**src/rtl/bus_dma_arbiter_if.sv**
```systemverilog
// bus_dma_arbiter_if: byte-wide request/response bus shared by the CPU side, main bus and high page.
// Signals: addr (AW bits), enable, write, wdata[7:0] driven by master; rdata[7:0] returned by slave.
// master drives the request, slave returns read data.
interface bus_dma_arbiter_if #(parameter int AW = 16);
    logic [AW-1:0] addr;
    logic          enable;
    logic          write;
    logic [7:0]    wdata;
    logic [7:0]    rdata;
    modport master (output addr, enable, write, wdata, input rdata);
    modport slave  (input addr, enable, write, wdata, output rdata);
endinterface

```
**src/rtl/bus_dma_arbiter.sv**
```systemverilog
// bus_dma_arbiter: CPU / OAM-DMA owner of the main bus, with the DMA source register at DMA_REG_ADDR.
// Ports:
//   clk        system clock
//   reset_n    asynchronous active-low reset
//   t_cycle    CPU T-cycle phase 0..3, an M-cycle ends at 3
//   cpu        slave side facing the CPU pins (AW=16)
//   bus        master side to the main bus 0000-FEFF (AW=16)
//   hi         master side to the high page FF00-FFFF (AW=8, offset only)
//   dma_active high while the DMA engine owns the main bus
// Optional feature: BUS_DMA_RESTART_EN lets a source write during a copy restart it.
module bus_dma_arbiter #(
    parameter int          DMA_LEN      = 160,
    parameter logic [15:0] DMA_DEST     = 16'hFE00,
    parameter logic [15:0] DMA_REG_ADDR = 16'hFF46
) (
    input  logic              clk,
    input  logic              reset_n,
    input  logic [1:0]        t_cycle,
    bus_dma_arbiter_if.slave  cpu,
    bus_dma_arbiter_if.master bus,
    bus_dma_arbiter_if.master hi,
    output logic              dma_active
);
    typedef enum logic [1:0] {IDLE, START, ACTIVE} state_t;
    localparam logic [7:0] LAST = 8'(DMA_LEN - 1);
    state_t     state, state_nxt;
    logic [7:0] src_reg, src_act, src_eff, index, latch;
    logic       hold, m_end, hi_sel, reg_hit, reg_wr, restart, cpu_main;
    assign m_end   = t_cycle == 2'd3;
    assign reg_hit = cpu.addr == DMA_REG_ADDR;
    assign hi_sel  = cpu.addr[15:8] == 8'hFF;
    assign reg_wr  = m_end && cpu.enable && cpu.write && reg_hit;
    // Echo RAM E000-FDFF mirrors C000-DDFF.
    assign src_eff = src_reg >= 8'hE0 ? src_reg - 8'h20 : src_reg;
`ifdef BUS_DMA_RESTART_EN
    assign restart = reg_wr && state == ACTIVE;
`else
    assign restart = 1'b0;
`endif
    // hold keeps the CPU locked out during the delay M-cycle of a restart.
    assign dma_active = state == ACTIVE || hold;
    always_ff @(posedge clk or negedge reset_n)
        if (!reset_n) state <= IDLE;
        else          state <= state_nxt;
    always_comb begin
        state_nxt = state;
        if (restart)
            state_nxt = START;
        else if (m_end) begin
            if (state == IDLE && reg_wr)
                state_nxt = START;
            else if (state == START)
                state_nxt = ACTIVE;
            else if (state == ACTIVE && index == LAST)
                state_nxt = IDLE;
        end
    end
    // The source page is frozen at ACTIVE entry so plain register writes cannot disturb a copy.
    always_ff @(posedge clk or negedge reset_n)
        if (!reset_n) begin
            src_reg <= 8'h00;
            src_act <= 8'h00;
            index   <= 8'h00;
            latch   <= 8'h00;
            hold    <= 1'b0;
        end else begin
            if (reg_wr)
                src_reg <= cpu.wdata;
            if (state == ACTIVE && t_cycle == 2'd1)
                latch <= bus.rdata;
            if (restart) begin
                index <= 8'h00;
                hold  <= 1'b1;
            end else if (m_end && state == START) begin
                index   <= 8'h00;
                src_act <= src_eff;
                hold    <= 1'b0;
            end else if (m_end && state == ACTIVE)
                index <= index + 8'd1;
        end
    // reset_n gates the CPU path so every enable is low while reset is held.
    assign cpu_main = reset_n && cpu.enable && !hi_sel && !dma_active;
    always_comb begin
        bus.addr   = cpu.addr;
        bus.enable = cpu_main;
        bus.write  = cpu_main && cpu.write;
        bus.wdata  = cpu.wdata;
        if (state == ACTIVE) begin
            bus.addr   = t_cycle[1] ? {DMA_DEST[15:8], DMA_DEST[7:0] + index} : {src_act, index};
            bus.enable = 1'b1;
            bus.write  = t_cycle[1];
            bus.wdata  = latch;
        end
    end
    assign hi.addr   = cpu.addr[7:0];
    assign hi.enable = reset_n && cpu.enable && hi_sel && !reg_hit;
    assign hi.write  = hi.enable && cpu.write;
    assign hi.wdata  = cpu.wdata;
    assign cpu.rdata = reg_hit ? src_reg : hi_sel ? hi.rdata : dma_active ? 8'hFF : bus.rdata;
endmodule

```
**src/flat_wrapper.sv**
```systemverilog
// flat-port wrapper written by rule: the top's interface ports become plain ports
module bus_dma_arbiter_flat 
#(
    parameter int          DMA_LEN      = 160,
    parameter logic [15:0] DMA_DEST     = 16'hFE00,
    parameter logic [15:0] DMA_REG_ADDR = 16'hFF46
)
  (clk, reset_n, t_cycle, dma_active, cpu_addr, cpu_enable, cpu_write, cpu_wdata, cpu_rdata, bus_addr, bus_enable, bus_write, bus_wdata, bus_rdata, hi_addr, hi_enable, hi_write, hi_wdata, hi_rdata);
  bus_dma_arbiter_if #(.AW(16)) cpu_i ();
  bus_dma_arbiter_if #(.AW(16)) bus_i ();
  bus_dma_arbiter_if #(.AW(8)) hi_i ();
  input  logic clk;
  input  logic reset_n;
  input  logic [1:0] t_cycle;
  output logic dma_active;
  input wire logic [$bits(cpu_i.addr)-1:0] cpu_addr;
  input wire logic [$bits(cpu_i.enable)-1:0] cpu_enable;
  input wire logic [$bits(cpu_i.write)-1:0] cpu_write;
  input wire logic [$bits(cpu_i.wdata)-1:0] cpu_wdata;
  output wire logic [$bits(cpu_i.rdata)-1:0] cpu_rdata;
  output wire logic [$bits(bus_i.addr)-1:0] bus_addr;
  output wire logic [$bits(bus_i.enable)-1:0] bus_enable;
  output wire logic [$bits(bus_i.write)-1:0] bus_write;
  output wire logic [$bits(bus_i.wdata)-1:0] bus_wdata;
  input wire logic [$bits(bus_i.rdata)-1:0] bus_rdata;
  output wire logic [$bits(hi_i.addr)-1:0] hi_addr;
  output wire logic [$bits(hi_i.enable)-1:0] hi_enable;
  output wire logic [$bits(hi_i.write)-1:0] hi_write;
  output wire logic [$bits(hi_i.wdata)-1:0] hi_wdata;
  input wire logic [$bits(hi_i.rdata)-1:0] hi_rdata;
  assign cpu_i.addr = cpu_addr;
  assign cpu_i.enable = cpu_enable;
  assign cpu_i.write = cpu_write;
  assign cpu_i.wdata = cpu_wdata;
  assign cpu_rdata = cpu_i.rdata;
  assign bus_addr = bus_i.addr;
  assign bus_enable = bus_i.enable;
  assign bus_write = bus_i.write;
  assign bus_wdata = bus_i.wdata;
  assign bus_i.rdata = bus_rdata;
  assign hi_addr = hi_i.addr;
  assign hi_enable = hi_i.enable;
  assign hi_write = hi_i.write;
  assign hi_wdata = hi_i.wdata;
  assign hi_i.rdata = hi_rdata;
  bus_dma_arbiter #(.DMA_LEN(DMA_LEN), .DMA_DEST(DMA_DEST), .DMA_REG_ADDR(DMA_REG_ADDR)) u_core (.clk(clk), .reset_n(reset_n), .t_cycle(t_cycle), .cpu(cpu_i), .bus(bus_i), .hi(hi_i), .dma_active(dma_active));
endmodule
```
**config.mk**
```make
export PLATFORM = sky130hd
export DESIGN_NAME = bus_dma_arbiter_flat
export DESIGN_NICKNAME = d
export VERILOG_FILES = /design/src/rtl/bus_dma_arbiter_if.sv /design/src/rtl/bus_dma_arbiter.sv /design/src/flat_wrapper.sv
export SDC_FILE = /design/constraint.sdc
export NUM_CORES = 1
export LEC_CHECK = 0
export ABC_AREA = 0
export BUFFER_PORTS_ARGS = -buffer_cell sky130_fd_sc_hd__buf_2
export CORE_AREA = 5 5 78 80
export DETAILED_ROUTE_END_ITERATION = 8
export DIE_AREA = 0 0 83 85
export PLACE_DENSITY_LB_ADDON = 0.2
export SYNTH_ARGS = -nofsm -noshare
export SYNTH_HDL_FRONTEND = slang
export SYNTH_SLANG_ARGS = --single-unit
```
**constraint.sdc**
```tcl
create_clock -name clk -period 1.57 [get_ports clk]
set_input_delay 0.0785 -clock clk [delete_from_list [all_inputs] [get_ports clk]]
set_output_delay 0.0785 -clock clk [all_outputs]
set_load 0.01 [all_outputs]
```
Word-level counts from Yosys, hierarchy flattened
Cells that the tools add are included.
- register bits after elaboration: 34
- bits in latches: 0
- RAM bits: 0
- bits in read-only memories: 0
- input port bits: 46
- output and inout bits: 53
- word-level logic and storage cells: 51
- memories: 0
- $add $sub $neg: 2
- multipliers: 0
- divide/modulo/power cells: 0
- order comparisons: 1
- equal/unequal tests: 7
- shift operators: 0
- muxes and demuxes: 14
- bitwise logic cells: 0
- reduce and logical (&&, ||, !) cells: 22
- operator list (cell ; number):
    $mux W8 ; 7
    $mux W16 ; 2
    $eq A16 B16 Y1 const B ; 1
    $eq A8 B8 Y1 const B ; 2
    $logic_and A1 B1 Y1 ; 15
    $add A8 B1 Y8 const B ; 1
    $ge A8 B8 Y1 const B ; 1
    $sub A8 B6 Y8 const B ; 1
    $mux W2 ; 3
    $eq A2 B1 Y1 const B ; 2
    $eq A2 B2 Y1 const B ; 2
    $logic_not A1 Y1 ; 3
    $reduce_bool A3 Y1 ; 1
    $logic_not A2 Y1 ; 1
    $mux W1 ; 2
    $reduce_and A2 Y1 ; 1
    $reduce_bool A2 Y1 ; 1

Depth between registers and ports, before layout
- depth in word-level cells: 7
- gate-level depth with buffers: 6
- gate-level depth less buffers: 5

Least setup slack after synthesis
Ideal clock, no wire load.
- path type: input-to-reg
- start point: input port cpu_addr[7]
- end point: register u_core.src_reg[0]
- setup time: 0.127 ns
- arrival: 1.601 ns
- data required time: 1.443 ns
- setup slack: -0.159 ns
- stages: 5
- buffers on the path: 1
- path through: or4b_4 -> nor4_4 -> and4_1 -> buf_4 -> mux2_1
- cells in the longest elaborated chain, start to end: 2
- RTL lines (item ; line ; source):
    from (decl) ; flat_wrapper.sv:16 ; input wire logic [$bits(cpu_i.addr)-1:0] cpu_addr;
    $eq A16 B16 Y1 ; bus_dma_arbiter.sv:30 ; assign reg_hit = cpu.addr == DMA_REG_ADDR;
    $logic_and A1 B1 Y1 ; bus_dma_arbiter.sv:32 ; assign reg_wr = m_end && cpu.enable && cpu.write && reg_hit;
    to (signal assigned) ; bus_dma_arbiter.sv:68 ; src_reg <= cpu.wdata;
    to (decl) ; bus_dma_arbiter.sv:27 ; logic [7:0] src_reg, src_act, src_eff, index, latch;
Every way passes these cells.
A chain may end at the register's enable or synchronous reset.

Final worst setup path
- start point: register u_core.state[0]
- end point: output port cpu_rdata[7]
- cells in the longest elaborated chain, start to end: 4
- RTL lines (item ; line ; source):
    from (decl) ; bus_dma_arbiter.sv:26 ; state_t state, state_nxt;
    from (signal assigned) ; bus_dma_arbiter.sv:44 ; else state <= state_nxt;
    $eq A2 B2 Y1 ; bus_dma_arbiter.sv:41 ; assign dma_active = state == ACTIVE || hold;
    $mux W8 (3 in series) ; bus_dma_arbiter.sv:99 ; assign cpu.rdata = reg_hit ? src_reg : hi_sel ? hi.rdata : dma_active ? 8'hFF : bus.rdata;
    to (decl) ; flat_wrapper.sv:20 ; output wire logic [$bits(cpu_i.rdata)-1:0] cpu_rdata;
Every way passes these cells.

==> run summary <==
Clk Latency, worst-skew pair - 0.28 ns
Status - finished with violations
Sw Pwr - 1.236 mW
DR vias/cell - 4.845
Largest net degree at the start of global routing - 24
Synth unique cells - 34
Worst path top cell family by delay - buffers and inverters
H-Tree Level Count - 2
Critical path arrival - 1.52 ns
TritonRoute pass-1 iters - 4
TritonCTS Buffers - 5
Gpl congestion - 0.7978
Crit Path Class - reg2out
Max clock buf depth - 2
CP max-delay cell - dfrtp_1
Die W - 83 um
Clock power frac - 22.3%
Die height - 85 um
Floorplan row count - 27
YS warnings - 0
Die footprint - 0.007055 sq mm
Hold crit path type - in2reg
CP peak stage delay - 0.39 ns
Global Route Usage Sum - 17.83%
I/O Pins - 99
FF+latch count, synth - 34
Port Buf Inserts - 98
Final #Nets - 441
ANT cells - 0
CTS tree - yes
Area after DPL - 0.002791 sq mm
Synth Area per Inst - 7.840 sq um
Fmax - 0.6270 GHz
Synth Instances - 282
Worst path cell trace - inv_2 > nand2_4 > inv_4 > buf_8 > nor3_1 > o31ai_1 > buf_2
Worst relative slew slack - 78.22%
Drt wl/cell - 14.00 um
CTS root buffer - clkbuf_8
Number of synthesized flops with an enable pin - 0
Reg power frac - 33.2%
# setup viols final - 9
Worst hold slack - 0.04183 ns
Design Power - 3.478 mW
Worst path required time - 1.49 ns
DPL Wire Length - 4869 um
Vias - 2,258
Core ar. - 0.005338 sq mm
Fraction of power consumed by combinational cells - 44.5%
Post-synthesis sequential area ratio - 38.48%
Layout cells sized above 1 - 40.36%
Hold Fails Final Rpt - 0
Clock-pin slew on the worst setup and hold paths - 0.07 ns
Fin crit share - 101.6%
Drt total wl - 6523 um
FFs w/ async S/R, synth - 100.0%
Setup ws final - -0.02484 ns
First-pass GRT wire length - 10,280 um
Max Clock Skew - 0.004266 ns
Clock sink count - 34
Post-layout min period - 1.595 ns
Max cap viols - 0
Internal Dissipation - 2.242 mW
Gr ovfl total - 0
Critical path capture point type - output port
Iteration-0 DRC Markers - 69
Lkg Pwr - 1.638 nW
Fin area - 0.003104 sq mm
Worst vdd rail ir drop - 0.6524 mV
Area Growth Syn to Fin - 40.41%
Unrepaired setup endpoints after global routing - yes
PwrDens - 1121 mW/mm^2
Max-slew violation count - 0
Switching Fraction - 35.54%
Kind of start point of the critical path - register
Synth Flop Type - dfrtp_1
DRT antenna net count - 0
Initial antenna violation count - 0
Synth Cell Area - 0.002211 sq mm
DRC viols - 0
Failing checks - negative setup slack
Syn Nets - 330
Actual slew at the worst max-slew pin - 0.3233 ns
WP buf/inv - 4
Vias in the first global route - 2,221
Crit path max fanout - 5
Starting Density - 41.42%
layout by cell type (no fill, tap or decap), types with 2 or more instances in the layout:
master,synthesis,final
a21oi_1,2,2
a22o_1,2,2
and2_1,3,3
and3_1,3,3
and4_1,2,2
buf_12,0,2
buf_2,0,98
buf_4,17,28
buf_6,0,2
buf_8,0,2
clkbuf_1,11,2
clkbuf_8,0,5
dfrtp_1,34,34
ha_1,2,2
inv_1,4,3
mux2_1,8,8
mux2_2,8,8
nand2_1,96,93
nand2_2,0,2
nand3_1,9,9
nand4_1,5,5
nor2_1,22,22
nor3_1,8,7
nor3b_1,2,2
o21ai_0,16,11
o21ai_1,0,5
o31ai_1,9,7
xor2_1,5,5
synth_stat cells, types with 4 or more instances:
library cell	n	share of area, %
clkbuf_1	11	1.9
dfrtp_1	34	38
mux2_1	8	4.1
o21ai_0	16	3.6
nor2_1	22	3.7
o31ai_1	9	3.1
nor3_1	8	1.8
inv_1	4	0.68
xor2_1	5	2.0
mux2_2	8	4.1
nand2_1	96	16
buf_4	17	5.8
nand3_1	9	2.0
nand4_1	5	1.4
cell families (layout without fill, tap and decap cells):
kind of cell	Yosys count	after routing	share of synthesized area (%)
and+or+nand+nor	160	160	33.16
xor gates and xnor gates	5	5	1.981
buffers and inverters	35	147	8.828
AOI/OAI and AO/OA	30	30	8.263
muxes	16	16	8.150
adders and majority gates	2	2	1.132
DFF	34	34	38.48
metal layers:
layer	track usage (%)	up-vias	part of all wire [%]
met2	29.45	74	47
met4	6.092	0	1.5
met3	4.466	10	6.9
li1	-	1149	-
met1	22.78	1025	45
met5	0	-	0
worst paths after layout:
path | startpoint | endpoint | slack, ns | cells after the start
max | u_core.state[0] | cpu_rdata[7] | -0.02 | 7
min | bus_rdata[7] | u_core.latch[7] | 0.04 | 2
max reg2reg | u_core.state[1] | u_core.index[7] | 0.01 | 5
min reg2reg | u_core.src_act[5] | u_core.src_act[5] | 0.47 | 2
max in group asynchronous | reset_n | u_core.src_act[3] | 1.03 | 3
min in group asynchronous | reset_n | u_core.src_reg[5] | 0.33 | 3
cell type report:
| cell class | instances | area [sq um] |
|---|---|---|
| multi-input cells | 213 | 1207 |
| clock inverters | 1 | 30.03 |
| well taps | 72 | 90.09 |
| clock buffers | 7 | 76.32 |
| repair buffers | 134 | 828.3 |
| fillers | 535 | 2233 |
| inverters | 5 | 21.27 |
| flip-flops and latches | 34 | 850.8 |
what timing repair did:
item / 4_1_cts / 5_1_grt
buffers inserted: 3 / 9
gates resized for setup: 6 / 19
cloned: 0 / 1
pin swaps: 1 / 5
endpoints found under the setup margin: 34 / 23
hold buffers: 1 / 0
hold endpoints to repair: 34 / 0
worst reg2reg max path, cell delays in order, from the launching register on:
cell     delay, ns
dfrtp_1       0.41
buf_4         0.15
and3b_1       0.19
and2_1        0.17
or4_1         0.49
nand2_1       0.08
power by group through the flow:
stage / logic, mW / registers, mW / clock network, mW
after floorplan: 0.818 / 1.11 / 0
after global placement: 1.30 / 1.16 / 0
after detailed placement: 1.32 / 1.16 / 0
after CTS: 1.38 / 1.15 / 0.801
after global routing: 1.71 / 1.18 / 0.844
final: 1.55 / 1.15 / 0.777
per-stage QoR:
step           setup TNS, ns  setup slack (ns)  cells  util (%)
3_3_place_gp          -1.243           -0.1556    444     52.30
6_report             -0.1405          -0.02484    466     58.16
3_5_place_dp          -1.791           -0.2140    444     52.30
2_1_floorplan         -1.226           -0.1532    282         -
4_1_cts                    0         0.0006118    456     55.16
5_1_grt               -1.245           -0.1136    466     58.16
Power figures use the tool's default switching activity.
